File: src/rtl/pipe_hazard_ctrl.sv
// Pipeline hazard sequencer. Decides each cycle which pipeline registers load, hold or take
// a bubble. Also runs the HALT drain sequence and a saturating stall-cycle counter.
module pipe_hazard_ctrl #(
    parameter int DRAIN_CYCLES = 3,
    parameter int CNT_W        = 16
) (
    input  logic             clk,
    input  logic             rst,
    input  logic [2:0]       id_rs,
    input  logic [2:0]       id_rt,
    input  logic             id_rs_used,
    input  logic             id_rt_used,
    input  logic             id_halt,
    input  logic [2:0]       ex_rd,
    input  logic             ex_load,
    input  logic             ex_redirect,
    input  logic             imem_stall,
    input  logic             dmem_stall,
    output logic             pc_en,
    output logic             ifid_en,
    output logic             ifid_flush,
    output logic             idex_en,
    output logic             idex_valid,
    output logic             exmem_en,
    output logic             memwb_en,
    output logic             halt_out,
    output logic [1:0]       ctrl_state,
    output logic [CNT_W-1:0] stall_cnt
);
    localparam int DW = (DRAIN_CYCLES < 2) ? 1 : $clog2(DRAIN_CYCLES + 1);

    typedef enum logic [1:0] {
        ST_RUN    = 2'd0,
        ST_DRAIN  = 2'd1,
        ST_HALTED = 2'd2
    } state_t;

    state_t           state_q, state_d;
    logic [DW-1:0]    drain_q, drain_d;
    logic [CNT_W-1:0] stall_cnt_q, stall_cnt_d;
    logic             lu;

    assign lu = ex_load & ((id_rs_used & (id_rs == ex_rd)) | (id_rt_used & (id_rt == ex_rd)));

    always_comb begin
        pc_en      = 1'b1;
        ifid_en    = 1'b1;
        ifid_flush = 1'b0;
        idex_en    = 1'b1;
        idex_valid = 1'b1;
        exmem_en   = 1'b1;
        memwb_en   = 1'b1;
        halt_out   = 1'b0;
        state_d    = state_q;
        drain_d    = drain_q;

        if (rst) begin
            pc_en      = 1'b0;
            ifid_en    = 1'b0;
            ifid_flush = 1'b1;
            idex_en    = 1'b0;
            idex_valid = 1'b0;
            exmem_en   = 1'b0;
            memwb_en   = 1'b0;
        end else begin
            case (state_q)
                ST_RUN: begin
                    if (dmem_stall) begin
                        pc_en    = 1'b0;
                        ifid_en  = 1'b0;
                        idex_en  = 1'b0;
                        exmem_en = 1'b0;
                        memwb_en = 1'b0;
                    end else if (ex_redirect) begin
                        // Squash both younger instructions; a coincident hazard or HALT dies with them
                        ifid_flush = 1'b1;
                        idex_valid = 1'b0;
                    end else if (lu) begin
                        pc_en      = 1'b0;
                        ifid_en    = 1'b0;
                        idex_valid = 1'b0;
                    end else begin
                        if (imem_stall) begin
                            pc_en      = 1'b0;
                            ifid_flush = 1'b1;
                        end
                        if (id_halt) begin
                            state_d = ST_DRAIN;
                            drain_d = DW'(DRAIN_CYCLES);
                        end
                    end
                end
                ST_DRAIN: begin
                    pc_en      = 1'b0;
                    ifid_en    = 1'b0;
                    idex_valid = 1'b0;
                    if (dmem_stall) begin
                        idex_en  = 1'b0;
                        exmem_en = 1'b0;
                        memwb_en = 1'b0;
                    end else if (drain_q <= DW'(1)) begin
                        state_d = ST_HALTED;
                        drain_d = '0;
                    end else begin
                        drain_d = drain_q - DW'(1);
                    end
                end
                default: begin
                    pc_en      = 1'b0;
                    ifid_en    = 1'b0;
                    idex_en    = 1'b0;
                    idex_valid = 1'b0;
                    exmem_en   = 1'b0;
                    memwb_en   = 1'b0;
                    halt_out   = 1'b1;
                    state_d    = ST_HALTED;
                end
            endcase
        end
    end

    // Counts every frozen-PC cycle, including drain and halted time, and sticks at all-ones
    assign stall_cnt_d = (!pc_en && !(&stall_cnt_q)) ? stall_cnt_q + CNT_W'(1) : stall_cnt_q;

    always_ff @(posedge clk or posedge rst) begin
        if (rst) begin
            state_q     <= ST_RUN;
            drain_q     <= '0;
            stall_cnt_q <= '0;
        end else begin
            state_q     <= state_d;
            drain_q     <= drain_d;
            stall_cnt_q <= stall_cnt_d;
        end
    end

    assign ctrl_state = state_q;
    assign stall_cnt  = stall_cnt_q;

endmodule

File: config.mk
export PLATFORM = sky130hd
export DESIGN_NAME = pipe_hazard_ctrl
export DESIGN_NICKNAME = d
export VERILOG_FILES = /design/src/rtl/pipe_hazard_ctrl.sv
export SDC_FILE = /design/constraint.sdc
export NUM_CORES = 1
export LEC_CHECK = 0
export BUFFER_PORTS_ARGS = -buffer_cell sky130_fd_sc_hd__buf_2
export CAP_MARGIN = 20
export CELL_PAD_IN_SITES_DETAIL_PLACEMENT = 0
export CELL_PAD_IN_SITES_GLOBAL_PLACEMENT = 2
export CORE_MARGIN = 3
export CORE_UTILIZATION = 32
export CTS_CLUSTER_SIZE = 28
export DETAILED_ROUTE_END_ITERATION = 8
export GPL_ROUTABILITY_DRIVEN = 0
export GPL_TIMING_DRIVEN = 0
export PLACE_DENSITY = 0.81
export SYNTH_ARGS = -nofsm -noshare
export SYNTH_HDL_FRONTEND = slang
export SYNTH_SLANG_ARGS = --single-unit
File: constraint.sdc
create_clock -name clk -period 3.25 [get_ports clk]
set_clock_uncertainty 0.15 [all_clocks]
set_input_delay 0.1625 -clock clk [delete_from_list [all_inputs] [get_ports clk]]
set_output_delay 0.1625 -clock clk [all_outputs]
set_load 0.03 [all_outputs]
Word-level counts from Yosys, hierarchy flattened
Cells that the tools add are included.
{"block": "word_totals", "output_inout_bits": 26, "inputBits": 18, "ff_bits": 20}
{"block": "op_classes", "addsub": 2, "n_bitwise": 5, "n_mux": 40, "reduce_logical": 9, "order_cmp": 1, "n_eq_ne": 9}
{"operator": "2-to-1 mux 1 bit", "n": 26}
{"operator": "2-to-1 mux 2 bit", "n": 12}
{"operator": "adder 16 x 1 -> 16 bit, second input constant", "n": 1}
{"operator": "AND reduction 16 bit", "n": 1}
{"operator": "AND reduction 7 bit", "n": 2}
{"operator": "inequality test 2 bit, second input constant", "n": 6}
{"operator": "one-hot mux 2 bit (2 select lines)", "n": 2}
{"operator": "== test 3 bit", "n": 2}
{"operator": "bitwise AND 1 bit", "n": 3}
{"operator": "== test 2 x 1 -> 1 bit, second input constant", "n": 1}
{"operator": "<= comparator 2 x 1 -> 1 bit, second input constant", "n": 1}
{"operator": "zero test 1 bit", "n": 2}
{"operator": "zero test 2 bit", "n": 1}
{"operator": "nonzero test 2 bit", "n": 1}
{"operator": "OR reduction 2 bit", "n": 1}
{"operator": "subtractor 2 x 1 -> 2 bit, second input constant", "n": 1}
{"operator": "logical AND 1 bit", "n": 1}
{"operator": "inverter 1 bit", "n": 1}
{"operator": "OR 1 bit", "n": 1}

Depth between registers and ports, before layout
{"block": "depth", "ltp_word": 11, "ltp_mapped": 6, "ltp_nobuf": 6}

Worst setup path before layout
No wires, ideal clock.
{"block": "synth_timing", "path_type": "register to output", "startpoint": "register state_q[0], in the netlist ctrl_state[0]", "endpoint": "output ifid_flush", "stages_incl_launch_ff": 3, "path_slack_ns": 1.095, "t_required_ns": 2.938, "arrival_time_ns": 1.842, "cell_sequence": "dfrtp_1 > clkbuf_1 > o41ai_1"}
{"block": "synth_between", "elab_chain_len": 3}
{"item": "from (decl)", "line_no": "38", "rtl": "state_t state_q, state_d;"}
{"item": "from (signal assigned)", "line_no": "131", "rtl": "state_q <= state_d;"}
{"item": "zero test 2 bit", "line_no": "66", "rtl": "case (state_q)"}
{"item": "2-to-1 mux 1 bit", "line_no": "66"}
{"item": "2-to-1 mux 1 bit", "line_no": "57", "rtl": "if (rst) begin"}
{"item": "to (decl)", "line_no": "21", "rtl": "output logic ifid_flush,"}
Every way passes these cells.

Worst setup path in the final report
{"block": "layout_timing", "startpoint": "input rst", "endpoint": "output pc_en"}
{"block": "layout_between", "elab_chain_len": 1}
{"item": "from (decl)", "line_no": "8", "rtl": "input logic rst,"}
{"item": "2-to-1 mux 1 bit", "line_no": "57"}
{"item": "to (decl)", "line_no": "19", "rtl": "output logic pc_en,"}
Every way passes these cells.

==> summary.md <==
| Metric | Value |
|---|---|
| Worst Hold Path Cells | 4 |
| Final-layout setup total negative slack | 0 ns |
| Total number of vias | 1129 |
| Cell types with the highest counts after synthesis | sky130_fd_sc_hd__dfrtp_1, sky130_fd_sc_hd__xnor2_1, sky130_fd_sc_hd__o211ai_2 |
| Peak ir drop on the vdd network | ~0.43 mV |
| Critical Path End Type | output pin |
| Relative max-transition margin | between 40 and 50% |
| Setup slack of the worst register-to-register path | 1.05 ns |
| Synth top area share | 39.1% |
| Clk pin slew, worst setup/hold paths | about 0.080 ns |
| Clock buffers created by TritonCTS | 3 |
| Logic depth of the worst register-to-register path | 6 |
| Leakage power | 0.738 nW |
| Post-synth top flop | sky130_fd_sc_hd__dfrtp_1 |
| Kind of path behind the tightest hold check | in2reg |
| Vertical die dimension | 69.2 um |
| Library cell occupying the most area in the post-synthesis netlist | sky130_fd_sc_hd__dfrtp_1 |
| Number of distinct library cells after synthesis | 42 |
| Global Route Usage Sum | approximately an eighth |
| Count of hold-fix buffers inserted at cts | 1 |
| Worst slew pin tran | roughly 0.85 ns |
| Number of global-route vias before repair | roughly 1.1k |
| Worst-case clock buffer depth | 2 |
| Ys Warns | 0 |
| Setup repair after global routing missed its margin | no |
| Area added between synthesis and finish | 26.6% |
| CTS tree | yes |
| Root buf cell | sky130_fd_sc_hd__clkbuf_8 |
| Final critical path time including I/O delays and setup | approximately 2.2 ns |
| Clock latency on the worst-skew pair | about 0.26 ns |
| Signal arrival time at the worst endpoint | 1.92 ns |
| Reported max-cap violation count | 0 |
| Synth top area cells | sky130_fd_sc_hd__dfrtp_1, sky130_fd_sc_hd__xnor2_1, sky130_fd_sc_hd__o211ai_2, sky130_fd_sc_hd__and4_1, sky130_fd_sc_hd__nor2_1 |
| Most numerous cell in the Yosys netlist | sky130_fd_sc_hd__dfrtp_1 |
| Synthesized netlist cell count | 121 |
| Total of flip-flops plus latches after synthesis | 20 |
| Final ANT Viol Nets | 0 |
| Antenna violations before repair | 0 |
| Routed WL per cell | approximately 14 um |
| Number of sinks driven by the clock tree | 20 |
| Ports placed on the boundary | 44 |
| Max-slew violations | 0 |
| Maximum clock frequency | ~450 MHz |
| Worst hold-check slack | 0.116 ns |
| Number of DRC markers in iteration 0 | approximately 40 |
| Final period util | about two thirds |
| Seq/Total Area, Yosys | 39.1% |
| DRC errors left | 0 |
| Reg-to-Reg End | stall_cnt[1] |
| Setup bufs post-CTS | 0 |
| Required @ worst endpoint | between 2 and 3 ns |
| Diode insertion count for antenna repair | 0 |
| First-pass GRT wire length | 5150 um |
| Width of the die | between 60 and 70 um |
| Crit-path max FO | 10 |
| Fraction of final layout cells with drive strength greater than 1 | between 40% and 50% |
| Startpoint of the most critical hold path | ex_redirect |
| Detailed Place HPWL | around 2300 um |
| Cell area after synthesis | approximately 1300 um2 |
| Core outline area | between 3000 and 4000 um2 |
| PortBufs | 43 |
| Pwr dens | about 650 nW/um2 |
| Number of rows created at floorplan | 22 |
| Post-synth EDFFs | 0 |
| Launching element type of the critical path | input port |
| Synthesized net count | between 100 and 150 |
| Final setup violation count | 0 |
| Worst Path Class, Setup | in2out |
| Count of TritonRoute iterations in the first routing pass | 4 |
| Number of gates resized after cts | 0 |
| Vias per cell | about 5.2 |
| NumNets Final | 189 |
| Fraction of registers with async set/reset | 100% |
| Average cell area after synthesis | ~11 um2 |
| Die Footprint | about 4800 um2 |
| Largest net degree at the start of global routing | 23 |
| Hold violation total from the final report | 0 |
| Fin util | a little over two fifths |
| Effective utilization at floorplan | roughly a third |
| Endpoint of the most critical setup path | pc_en |
| Worst flop-to-flop path startpoint | stall_cnt[0] |
| Launch point of the critical path | rst |
| Aggregate global routing overflow | 0 |
| Max H-tree Level | 1 |
| Total wirelength of the detailed-routed design | about 3000 um |
| Status | finished, final reports clean |
## state kept, by name (all words and copies together), names as in the netlist
name and flops:
ctrl_state 2, drain_q 2, stall_cnt 16
## routing by layer
metal	global-route usage, %	vias to the layer above	share of wire, %	wire length, um
met4	4.56	0	1.5	45
met2	22.1	44	44	1350
met5	0	-	0	0
met1	15.3	534	46	1410
li1	-	546	-	-
met3	3.62	5	8.2	251
## layout make-up
class | count | area, um2
sequential | 20 | 500
inverter | 5 | 18.8
buffer | 5 | 45.0
clock buffer | 4 | 55.1
timing repair buffer | 44 | 225
multi-input combinational | 91 | 714
fill | 385 | 2120
tap | 48 | 60.1
## worst max-delay path, stage by stage
cell and delay, ns:
sky130_fd_sc_hd__dlygate4sd3_1 0.53, sky130_fd_sc_hd__buf_2 0.15, sky130_fd_sc_hd__nor2_2 0.12, sky130_fd_sc_hd__nand2_2 0.12, sky130_fd_sc_hd__a211o_4 0.37, sky130_fd_sc_hd__buf_8 0.16, sky130_fd_sc_hd__nor2_1 0.10, sky130_fd_sc_hd__buf_2 0.20
## worst min-delay path by stage
stage                          endpoint  slack (ns)
after floorplan           ctrl_state[0]      -0.007
after global placement    ctrl_state[1]        0.27
after detailed placement     drain_q[0]        0.28
after CTS                 ctrl_state[0]        0.12
after global routing      ctrl_state[0]        0.15
final                     ctrl_state[0]        0.12
## kinds of logic after synthesis
kind of cell             after synthesis  share of synthesized area, %
XOR/XNOR                              18                          12.3
adder cells (fa/ha/maj)                1                         0.978
multiplexers                           4                          3.42
AND/OR/NAND/NOR                       36                          16.8
flip-flops                            20                          39.1
buffers and inverters                 10                          4.99
AO/OA/AOI/OAI                         32                          22.3
## where the power goes
part / switching (mW) / internal [mW]
logic: 0.294 / 0.172
clock network: 0.0846 / 0.108
registers: 0.0842 / 0.313
## cell usage in the layout (no fill, tap or decap), types with 2 or more instances in the layout
master                       n
sky130_fd_sc_hd__o21ai_2     2
sky130_fd_sc_hd__buf_2      43
sky130_fd_sc_hd__and3_1      4
sky130_fd_sc_hd__clkbuf_8    4
sky130_fd_sc_hd__nor2b_1     2
sky130_fd_sc_hd__mux2_1      2
sky130_fd_sc_hd__o21ai_0     5
sky130_fd_sc_hd__dfrtp_1    20
sky130_fd_sc_hd__nor3_1      3
sky130_fd_sc_hd__nor2_1      7
sky130_fd_sc_hd__o211ai_2    8
sky130_fd_sc_hd__nand4_1     3
sky130_fd_sc_hd__nand3_1     2
sky130_fd_sc_hd__a21oi_1     4
sky130_fd_sc_hd__o2111ai_1   3
sky130_fd_sc_hd__nand2_1     3
sky130_fd_sc_hd__inv_1       5
sky130_fd_sc_hd__xnor2_1    18
sky130_fd_sc_hd__and4_1      4
sky130_fd_sc_hd__buf_4       2
## stage by stage
stage / worst slack, ns / area (um2) / total power, mW / cells
after global routing: 0.836 / 1620 / 1.13 / 217
final: 1.02 / 1620 / 1.06 / 217
after detailed placement: 1.07 / 1550 / 0.872 / 212
after CTS: 0.976 / 1620 / 1.07 / 217
after floorplan: 1.10 / 1280 / 0.730 / 121
after global placement: 1.08 / 1550 / 0.859 / 212
No activity file was read; power rests on OpenSTA's default activity.
